$ cat config.mk
export PLATFORM = sky130hd
export DESIGN_NAME = mem_wb_stage_flat
export DESIGN_NICKNAME = d
export VERILOG_FILES = /design/src/rtl/mips_pkg.sv /design/src/rtl/mem_wb_stage_if.sv /design/src/rtl/load_align.sv /design/src/rtl/mem_wb_stage.sv /design/src/flat_wrapper.sv
export SDC_FILE = /design/constraint.sdc
export NUM_CORES = 1
export LEC_CHECK = 0
export ABC_CLOCK_PERIOD_IN_PS = 6300
export CORE_ASPECT_RATIO = 0.8
export CORE_MARGIN = 1
export CORE_UTILIZATION = 50
export DETAILED_ROUTE_END_ITERATION = 7
export GPL_ROUTABILITY_DRIVEN = 1
export PLACE_DENSITY = 0.88
export SYNTH_ARGS = -nofsm -noshare
export SYNTH_HDL_FRONTEND = slang
export SYNTH_SLANG_ARGS = --single-unit
$ cat constraint.sdc
create_clock -name clk -period 6.3 [get_ports clk]
set_clock_uncertainty 0.15 [all_clocks]
set_input_delay 1.575 -clock clk [delete_from_list [all_inputs] [get_ports clk]]
set_output_delay 1.575 -clock clk [all_outputs]
set_load 0.05 [all_outputs]
$ cat src/rtl/mips_pkg.sv
// Shared MIPS datapath definitions: load encodings, MEM/WB FSM states and
// the hard-wired zero register number.
package mips_pkg;

    typedef enum logic [2:0] {
        LT_LW  = 3'b000,
        LT_LH  = 3'b001,
        LT_LHU = 3'b010,
        LT_LB  = 3'b011,
        LT_LBU = 3'b100
    } load_type_e;

    typedef enum logic {
        ST_IDLE     = 1'b0,
        ST_WAIT_MEM = 1'b1
    } wb_state_e;

    localparam logic [4:0] REG_ZERO = 5'd0;

    function automatic logic [31:0] extend8(input logic [7:0] b, input logic is_signed);
        return {{24{is_signed & b[7]}}, b};
    endfunction

    function automatic logic [31:0] extend16(input logic [15:0] h, input logic is_signed);
        return {{16{is_signed & h[15]}}, h};
    endfunction

endpackage

$ cat src/rtl/mem_wb_stage_if.sv
// MEM/WB stage bus: upstream instruction handshake, data-memory response
// and write-back operands. The stage is the slave side.
interface mem_wb_stage_if;
    logic        flush;
    logic        in_valid;
    logic        in_ready;
    logic [31:0] alu_result;
    logic [4:0]  dest_reg;
    logic        reg_write;
    logic        mem_to_reg;
    logic [2:0]  load_type;
    logic [31:0] mem_rdata;
    logic        mem_rvalid;
    logic        wb_valid;
    logic [31:0] wb_alu_result;
    logic [31:0] wb_mem_data;
    logic        wb_mem_to_reg;
    logic [4:0]  wb_dest;
    logic        wb_reg_write;
    logic        misaligned;
    logic        mem_err;

    modport master (
        output flush, in_valid, alu_result, dest_reg, reg_write, mem_to_reg,
               load_type, mem_rdata, mem_rvalid,
        input  in_ready, wb_valid, wb_alu_result, wb_mem_data, wb_mem_to_reg,
               wb_dest, wb_reg_write, misaligned, mem_err
    );

    modport slave (
        input  flush, in_valid, alu_result, dest_reg, reg_write, mem_to_reg,
               load_type, mem_rdata, mem_rvalid,
        output in_ready, wb_valid, wb_alu_result, wb_mem_data, wb_mem_to_reg,
               wb_dest, wb_reg_write, misaligned, mem_err
    );
endinterface

$ cat src/rtl/load_align.sv
// Big-endian load alignment: picks the byte/half-word addressed by the byte
// offset, extends it, and flags misaligned accesses (raw word passed through).
module load_align
    import mips_pkg::*;
(
    input  logic [31:0] mem_rdata,
    input  logic [1:0]  byte_offset,
    input  logic [2:0]  load_type,
    output logic [31:0] aligned_data,
    output logic        misaligned
);

    logic [7:0]  byte_s;
    logic [15:0] half_s;

    // Lane selection and extension by load type
    always_comb begin
        byte_s       = 8'h00;
        half_s       = 16'h0000;
        aligned_data = mem_rdata;
        misaligned   = 1'b0;

        case (byte_offset)
            2'd0:    byte_s = mem_rdata[31:24];
            2'd1:    byte_s = mem_rdata[23:16];
            2'd2:    byte_s = mem_rdata[15:8];
            default: byte_s = mem_rdata[7:0];
        endcase

        if (byte_offset[1]) begin
            half_s = mem_rdata[15:0];
        end else begin
            half_s = mem_rdata[31:16];
        end

        case (load_type)
            LT_LB:   aligned_data = extend8(byte_s, 1'b1);
            LT_LBU:  aligned_data = extend8(byte_s, 1'b0);
            LT_LH: begin
                misaligned   = byte_offset[0];
                aligned_data = byte_offset[0] ? mem_rdata : extend16(half_s, 1'b1);
            end
            LT_LHU: begin
                misaligned   = byte_offset[0];
                aligned_data = byte_offset[0] ? mem_rdata : extend16(half_s, 1'b0);
            end
            // LW and every unused encoding behave as a word load
            default: begin
                misaligned   = (byte_offset != 2'd0);
                aligned_data = mem_rdata;
            end
        endcase
    end

endmodule

$ cat src/rtl/mem_wb_stage.sv
// MEM/WB pipeline register: waits on the data-memory response for loads,
// aligns load data and presents registered write-back operands.
module mem_wb_stage
    import mips_pkg::*;
#(
    parameter int unsigned TIMEOUT_CYCLES = 16,
    parameter logic [31:0] ERR_DATA       = 32'hDEAD_BEEF
) (
    input  logic           clk,
    input  logic           rst,
    mem_wb_stage_if.slave  bus
);

    localparam int CNT_W = $clog2(TIMEOUT_CYCLES + 1);
    localparam logic [CNT_W-1:0] TMO_LAST = CNT_W'(TIMEOUT_CYCLES - 1);

    wb_state_e        state_q, state_d;
    logic [CNT_W-1:0] cnt_q, cnt_d;

    logic [31:0] lat_alu_q, lat_alu_d;
    logic [4:0]  lat_dest_q, lat_dest_d;
    logic        lat_rw_q, lat_rw_d;
    logic [2:0]  lat_lt_q, lat_lt_d;

    logic        wb_valid_q, wb_valid_d;
    logic [31:0] wb_alu_q, wb_alu_d;
    logic [31:0] wb_data_q, wb_data_d;
    logic        wb_m2r_q, wb_m2r_d;
    logic [4:0]  wb_dest_q, wb_dest_d;
    logic        wb_rw_q, wb_rw_d;
    logic        mis_q, mis_d;
    logic        mem_err_q, mem_err_d;

    logic        sel_wait_s;
    logic [31:0] src_alu_s;
    logic [4:0]  src_dest_s;
    logic        src_rw_s;
    logic        src_m2r_s;
    logic [2:0]  src_lt_s;
    logic [31:0] align_data_s;
    logic        align_mis_s;
    logic        finish_s;
    logic        timeout_s;

    // A completing load takes its fields from the latch while waiting,
    // otherwise straight from the MEM stage.
    assign sel_wait_s = (state_q == ST_WAIT_MEM);
    assign src_alu_s  = sel_wait_s ? lat_alu_q  : bus.alu_result;
    assign src_dest_s = sel_wait_s ? lat_dest_q : bus.dest_reg;
    assign src_rw_s   = sel_wait_s ? lat_rw_q   : bus.reg_write;
    assign src_m2r_s  = sel_wait_s ? 1'b1       : bus.mem_to_reg;
    assign src_lt_s   = sel_wait_s ? lat_lt_q   : bus.load_type;

    load_align u_load_align (
        .mem_rdata    (bus.mem_rdata),
        .byte_offset  (src_alu_s[1:0]),
        .load_type    (src_lt_s),
        .aligned_data (align_data_s),
        .misaligned   (align_mis_s)
    );

    // Next-state, latch and write-back operand computation
    always_comb begin
        state_d    = state_q;
        cnt_d      = cnt_q;
        lat_alu_d  = lat_alu_q;
        lat_dest_d = lat_dest_q;
        lat_rw_d   = lat_rw_q;
        lat_lt_d   = lat_lt_q;
        wb_valid_d = 1'b0;
        wb_alu_d   = wb_alu_q;
        wb_data_d  = wb_data_q;
        wb_m2r_d   = wb_m2r_q;
        wb_dest_d  = wb_dest_q;
        wb_rw_d    = 1'b0;
        mis_d      = 1'b0;
        mem_err_d  = mem_err_q;
        finish_s   = 1'b0;
        timeout_s  = 1'b0;

        if (bus.flush) begin
            state_d = ST_IDLE;
            cnt_d   = CNT_W'(0);
        end else if (state_q == ST_IDLE) begin
            if (bus.in_valid) begin
                lat_alu_d  = bus.alu_result;
                lat_dest_d = bus.dest_reg;
                lat_rw_d   = bus.reg_write;
                lat_lt_d   = bus.load_type;
                if (!bus.mem_to_reg || bus.mem_rvalid) begin
                    finish_s = 1'b1;
                end else begin
                    state_d = ST_WAIT_MEM;
                    cnt_d   = CNT_W'(0);
                end
            end else begin
                cnt_d = CNT_W'(0);
            end
        end else begin
            if (bus.mem_rvalid) begin
                finish_s = 1'b1;
                state_d  = ST_IDLE;
                cnt_d    = CNT_W'(0);
            end else if (cnt_q == TMO_LAST) begin
                timeout_s = 1'b1;
                state_d   = ST_IDLE;
                cnt_d     = CNT_W'(0);
            end else begin
                cnt_d = cnt_q + CNT_W'(1);
            end
        end

        if (finish_s) begin
            wb_valid_d = 1'b1;
            wb_alu_d   = src_alu_s;
            wb_dest_d  = src_dest_s;
            wb_m2r_d   = src_m2r_s;
            if (src_m2r_s) begin
                mis_d     = align_mis_s;
                wb_data_d = align_data_s;
                wb_rw_d   = src_rw_s && (src_dest_s != REG_ZERO) && !align_mis_s;
            end else begin
                wb_data_d = 32'h0000_0000;
                wb_rw_d   = src_rw_s && (src_dest_s != REG_ZERO);
            end
        end else if (timeout_s) begin
            wb_valid_d = 1'b1;
            wb_alu_d   = lat_alu_q;
            wb_dest_d  = lat_dest_q;
            wb_m2r_d   = 1'b1;
            wb_data_d  = ERR_DATA;
            mem_err_d  = 1'b1;
        end else begin
            wb_valid_d = 1'b0;
        end
    end

    // State and output registers
    always_ff @(posedge clk or posedge rst) begin
        if (rst) begin
            state_q    <= ST_IDLE;
            cnt_q      <= CNT_W'(0);
            lat_alu_q  <= 32'h0000_0000;
            lat_dest_q <= 5'd0;
            lat_rw_q   <= 1'b0;
            lat_lt_q   <= 3'd0;
            wb_valid_q <= 1'b0;
            wb_alu_q   <= 32'h0000_0000;
            wb_data_q  <= 32'h0000_0000;
            wb_m2r_q   <= 1'b0;
            wb_dest_q  <= 5'd0;
            wb_rw_q    <= 1'b0;
            mis_q      <= 1'b0;
            mem_err_q  <= 1'b0;
        end else begin
            state_q    <= state_d;
            cnt_q      <= cnt_d;
            lat_alu_q  <= lat_alu_d;
            lat_dest_q <= lat_dest_d;
            lat_rw_q   <= lat_rw_d;
            lat_lt_q   <= lat_lt_d;
            wb_valid_q <= wb_valid_d;
            wb_alu_q   <= wb_alu_d;
            wb_data_q  <= wb_data_d;
            wb_m2r_q   <= wb_m2r_d;
            wb_dest_q  <= wb_dest_d;
            wb_rw_q    <= wb_rw_d;
            mis_q      <= mis_d;
            mem_err_q  <= mem_err_d;
        end
    end

    assign bus.in_ready      = (state_q == ST_IDLE);
    assign bus.wb_valid      = wb_valid_q;
    assign bus.wb_alu_result = wb_alu_q;
    assign bus.wb_mem_data   = wb_data_q;
    assign bus.wb_mem_to_reg = wb_m2r_q;
    assign bus.wb_dest       = wb_dest_q;
    assign bus.wb_reg_write  = wb_rw_q;
    assign bus.misaligned    = mis_q;
    assign bus.mem_err       = mem_err_q;

endmodule

$ cat src/flat_wrapper.sv
// flat-port wrapper written by rule: the top's interface ports become plain ports
module mem_wb_stage_flat import mips_pkg::*;
#(
    parameter int unsigned TIMEOUT_CYCLES = 16,
    parameter logic [31:0] ERR_DATA       = 32'hDEAD_BEEF
)
  (clk, rst, bus_flush, bus_in_valid, bus_alu_result, bus_dest_reg, bus_reg_write, bus_mem_to_reg, bus_load_type, bus_mem_rdata, bus_mem_rvalid, bus_in_ready, bus_wb_valid, bus_wb_alu_result, bus_wb_mem_data, bus_wb_mem_to_reg, bus_wb_dest, bus_wb_reg_write, bus_misaligned, bus_mem_err);
  mem_wb_stage_if bus_i ();
  input  logic clk;
  input  logic rst;
  input wire logic [$bits(bus_i.flush)-1:0] bus_flush;
  input wire logic [$bits(bus_i.in_valid)-1:0] bus_in_valid;
  input wire logic [$bits(bus_i.alu_result)-1:0] bus_alu_result;
  input wire logic [$bits(bus_i.dest_reg)-1:0] bus_dest_reg;
  input wire logic [$bits(bus_i.reg_write)-1:0] bus_reg_write;
  input wire logic [$bits(bus_i.mem_to_reg)-1:0] bus_mem_to_reg;
  input wire logic [$bits(bus_i.load_type)-1:0] bus_load_type;
  input wire logic [$bits(bus_i.mem_rdata)-1:0] bus_mem_rdata;
  input wire logic [$bits(bus_i.mem_rvalid)-1:0] bus_mem_rvalid;
  output wire logic [$bits(bus_i.in_ready)-1:0] bus_in_ready;
  output wire logic [$bits(bus_i.wb_valid)-1:0] bus_wb_valid;
  output wire logic [$bits(bus_i.wb_alu_result)-1:0] bus_wb_alu_result;
  output wire logic [$bits(bus_i.wb_mem_data)-1:0] bus_wb_mem_data;
  output wire logic [$bits(bus_i.wb_mem_to_reg)-1:0] bus_wb_mem_to_reg;
  output wire logic [$bits(bus_i.wb_dest)-1:0] bus_wb_dest;
  output wire logic [$bits(bus_i.wb_reg_write)-1:0] bus_wb_reg_write;
  output wire logic [$bits(bus_i.misaligned)-1:0] bus_misaligned;
  output wire logic [$bits(bus_i.mem_err)-1:0] bus_mem_err;
  assign bus_i.flush = bus_flush;
  assign bus_i.in_valid = bus_in_valid;
  assign bus_i.alu_result = bus_alu_result;
  assign bus_i.dest_reg = bus_dest_reg;
  assign bus_i.reg_write = bus_reg_write;
  assign bus_i.mem_to_reg = bus_mem_to_reg;
  assign bus_i.load_type = bus_load_type;
  assign bus_i.mem_rdata = bus_mem_rdata;
  assign bus_i.mem_rvalid = bus_mem_rvalid;
  assign bus_in_ready = bus_i.in_ready;
  assign bus_wb_valid = bus_i.wb_valid;
  assign bus_wb_alu_result = bus_i.wb_alu_result;
  assign bus_wb_mem_data = bus_i.wb_mem_data;
  assign bus_wb_mem_to_reg = bus_i.wb_mem_to_reg;
  assign bus_wb_dest = bus_i.wb_dest;
  assign bus_wb_reg_write = bus_i.wb_reg_write;
  assign bus_misaligned = bus_i.misaligned;
  assign bus_mem_err = bus_i.mem_err;
  mem_wb_stage #(.TIMEOUT_CYCLES(TIMEOUT_CYCLES), .ERR_DATA(ERR_DATA)) u_core (.clk(clk), .rst(rst), .bus(bus_i));
endmodule
==> out/metrics.yaml <==
run_status:
  status: "completed"
logic_synthesis:
  yosysWarnings: 0
  synth-edff-count: 0
  synth_top_area_frac: 0.481
  syn_area_per_cell_sq_um: 10.4
  synth_top_area_cell: "dfrtp_1"
  syn_nets: 688
  synth_top_cells_by_area: "dfrtp_1, mux2_2, o21ai_0, mux2i_1, a211oi_1"
  postSynthCellCount: 608
  synthFlopType: "dfrtp_1"
  async_reset_ff_frac: 1.00
  yosys-top-cells-count: "dfrtp_1, o21ai_0, nand2_1"
  synth-seq-area-share: 0.481
  syn_area_sq_um: 6300
  synth_most_common_cell: "dfrtp_1"
  ys_ff_latch: 121
  synth_cell_types: 55
layout:
  drive_gt1_frac: 0.150
  antennaDiodeCount: 0
  finalNetCount: 829
  layoutNonFillerInstCount: 933
  areaGrowthSynthToFinish_pct: 36.2
min_path:
  hp-class: "flip-flop to flip-flop"
route:
  drt_first_pass_iters: 6
  viasPerCell: 6.07
  drc_errors: 0
  wl_um: 18300
  drt_iter0_drc: 513
  num_vias: 5667
  final_antenna_net_count: 0
  wl_per_cell_um: 19.6
place:
  place.gp.congestion: 0.901
  port_buffers: 153
  dp_hpwl_um: 12500
  placed_cells: 901
power:
  leakage_uw: 0.00356
  ir_drop_mv: 0.225
  p_per_area_nw_per_um2: 341
die:
  pin_count: 154
  die_h_um: 102
  die_area_sq_um: 13100
  initial_core_util: 0.516
  die_x_um: 127
  rows: 36
  core_sq_um: 12200
sta:
  finalSetupTns_ns: 0
  fin_crit_ns: 4.55
  setup_viol: 0
  finalHoldViolCount: 0
  slew_viol_final: 0
  fin_crit_sh: 0.722
  max_freq_mhz: 220
  rsz0062_at_grt: "no"
  relSlewSlack: 0.209
  tightest_slew_ns: 1.19
global_route:
  globalRouteTotalUtil: 0.286
  antenna_found_initial: 0
  grt_max_degree: 63
  grt_overflow: 0
  grt_pass1_wl_um: 28300
  grt_pass1_vias: 5443
cts:
  cts_resized: 0
  htree_levels: 4
  postCtsSetupRepairBufs: 0
  root_buffer: "clkbuf_16"
  clk_pin_slew_ns: 0.06
  clkLatencyLatePin_ns: 0.41
  cts_tree: "built"
  cts_hold_buf: 0
  cts_made_buffers: 17
  clock-sinks: 121
  clk_path_buf_depth: 2
worst_setup_path:
  worst_setup_path_start_kind: "input pin"
  worst_setup_path_end_kind: "flip-flop"
  cp.required_ns: 6.43
  crit_type: "input pin to flip-flop"
  crit_fanout: 62
  crit_chain: "clkdlybuf4s50_1, or3b_2, nor2_2, nor2_4, buf_4, a222oi_1, inv_1"
  cp_slowest_cell: "nor2_2"
  slowest_delay_ns: 0.75
  critPathArrivalTime_ns: 4.68
job:
  cap_violations: 0
worst max-delay path: cells and delay by family:
kind / cells / cell delay [ns]
AND/OR/NAND/NOR: 3 / 1.59
AO/OA/AOI/OAI: 1 / 0.43
buffers and inverters: 3 / 1.07
path summary, 6_finish.rpt:
path | depth (start not counted) | start | to | slack [ns]
worst max-delay path | 7 | bus_mem_rvalid | u_core.bus.wb_dest[1]$_DFFE_PP0P_ | 1.75
worst min-delay path | 2 | u_core.bus.wb_alu_result[26]$_DFFE_PP0P_ | u_core.bus.wb_alu_result[26]$_DFFE_PP0P_ | 0.33
worst max register to register | 7 | u_core.sel_wait_s$_DFF_PP0_ | u_core.bus.wb_dest[1]$_DFFE_PP0P_ | 2.80
worst min register to register | 2 | u_core.bus.wb_alu_result[26]$_DFFE_PP0P_ | u_core.bus.wb_alu_result[26]$_DFFE_PP0P_ | 0.33
max in group asynchronous | 3 | rst | u_core.lat_alu_q[19]$_DFFE_PP0P_ | 3.67
min in group asynchronous | 2 | rst | u_core.bus.wb_mem_data[1]$_DFFE_PP0P_ | 1.36
per-layer routing:
layer  vias up  routed length (um)  global-route usage
li1       2515                   -                   -
met1      2761                7350               0.368
met2       331                8810               0.462
met3        60                1580              0.0675
met4         0                 558               0.136
met5         -                   0                   0
layout make-up:
type | instances | area (sq um)
clock inverters | 15 | 189
inverters | 25 | 96.3
multi-input cells | 419 | 3010
fillers | 855 | 3620
repair buffers | 165 | 1620
clock buffers | 17 | 425
well taps | 171 | 214
flip-flops and latches | 121 | 3030
per-stage QoR:
| step | total power [uW] | area, sq um | setup WS [ns] | hold slack [ns] | utilization |
|---|---|---|---|---|---|
| final | 2930 | 8580 | 1.75 | 0.328 | 0.703 |
| after global routing | 3030 | 8580 | 1.65 | 0.348 | 0.703 |
| after CTS | 2930 | 8580 | 1.85 | 0.333 | 0.703 |
| after detailed placement | 1910 | 7970 | 1.47 | 0.317 | 0.653 |
| after global placement | 1880 | 7970 | 1.62 | 0.309 | 0.653 |
| after floorplan | 1580 | 6300 | 1.36 | 0.298 | - |
cells in the final DEF (no fill, tap or decap), drive strengths merged, types with 4 or more instances in the layout:
master / count
clkdlybuf4s50: 153
dfrtp: 121
o21ai: 93
nand2: 54
mux2: 52
mux2i: 45
inv: 31
a211oi: 28
nor2: 27
clkbuf: 17
a21oi: 17
buf: 12
o22ai: 11
nand3: 9
mux4: 7
and3: 7
o211ai: 6
nor3: 5
o221a: 5
clkinv: 5
a31oi: 4
a222oi: 4
report_power, final:
| group | switching [uW] | internal (uW) | leakage (uW) |
|---|---|---|---|
| clock | 384 | 631 | 0.000301 |
| sequential | 81.8 | 910 | 0.00151 |
| combinational | 581 | 338 | 0.00175 |
| total | 1050 | 1880 | 0.00356 |
logic make-up (layout without fill, tap and decap cells):
logic type | count (synthesis) | after routing | share of synthesized area
compound gates | 188 | 188 | 0.186
xor+xnor | 5 | 5 | 0.00695
fa+ha+maj | 1 | 1 | 0.00199
buf+inv | 68 | 222 | 0.0459
flops | 121 | 121 | 0.481
mux | 104 | 104 | 0.189
simple gates | 121 | 121 | 0.0894
No activity file was read; power rests on OpenSTA's default activity.
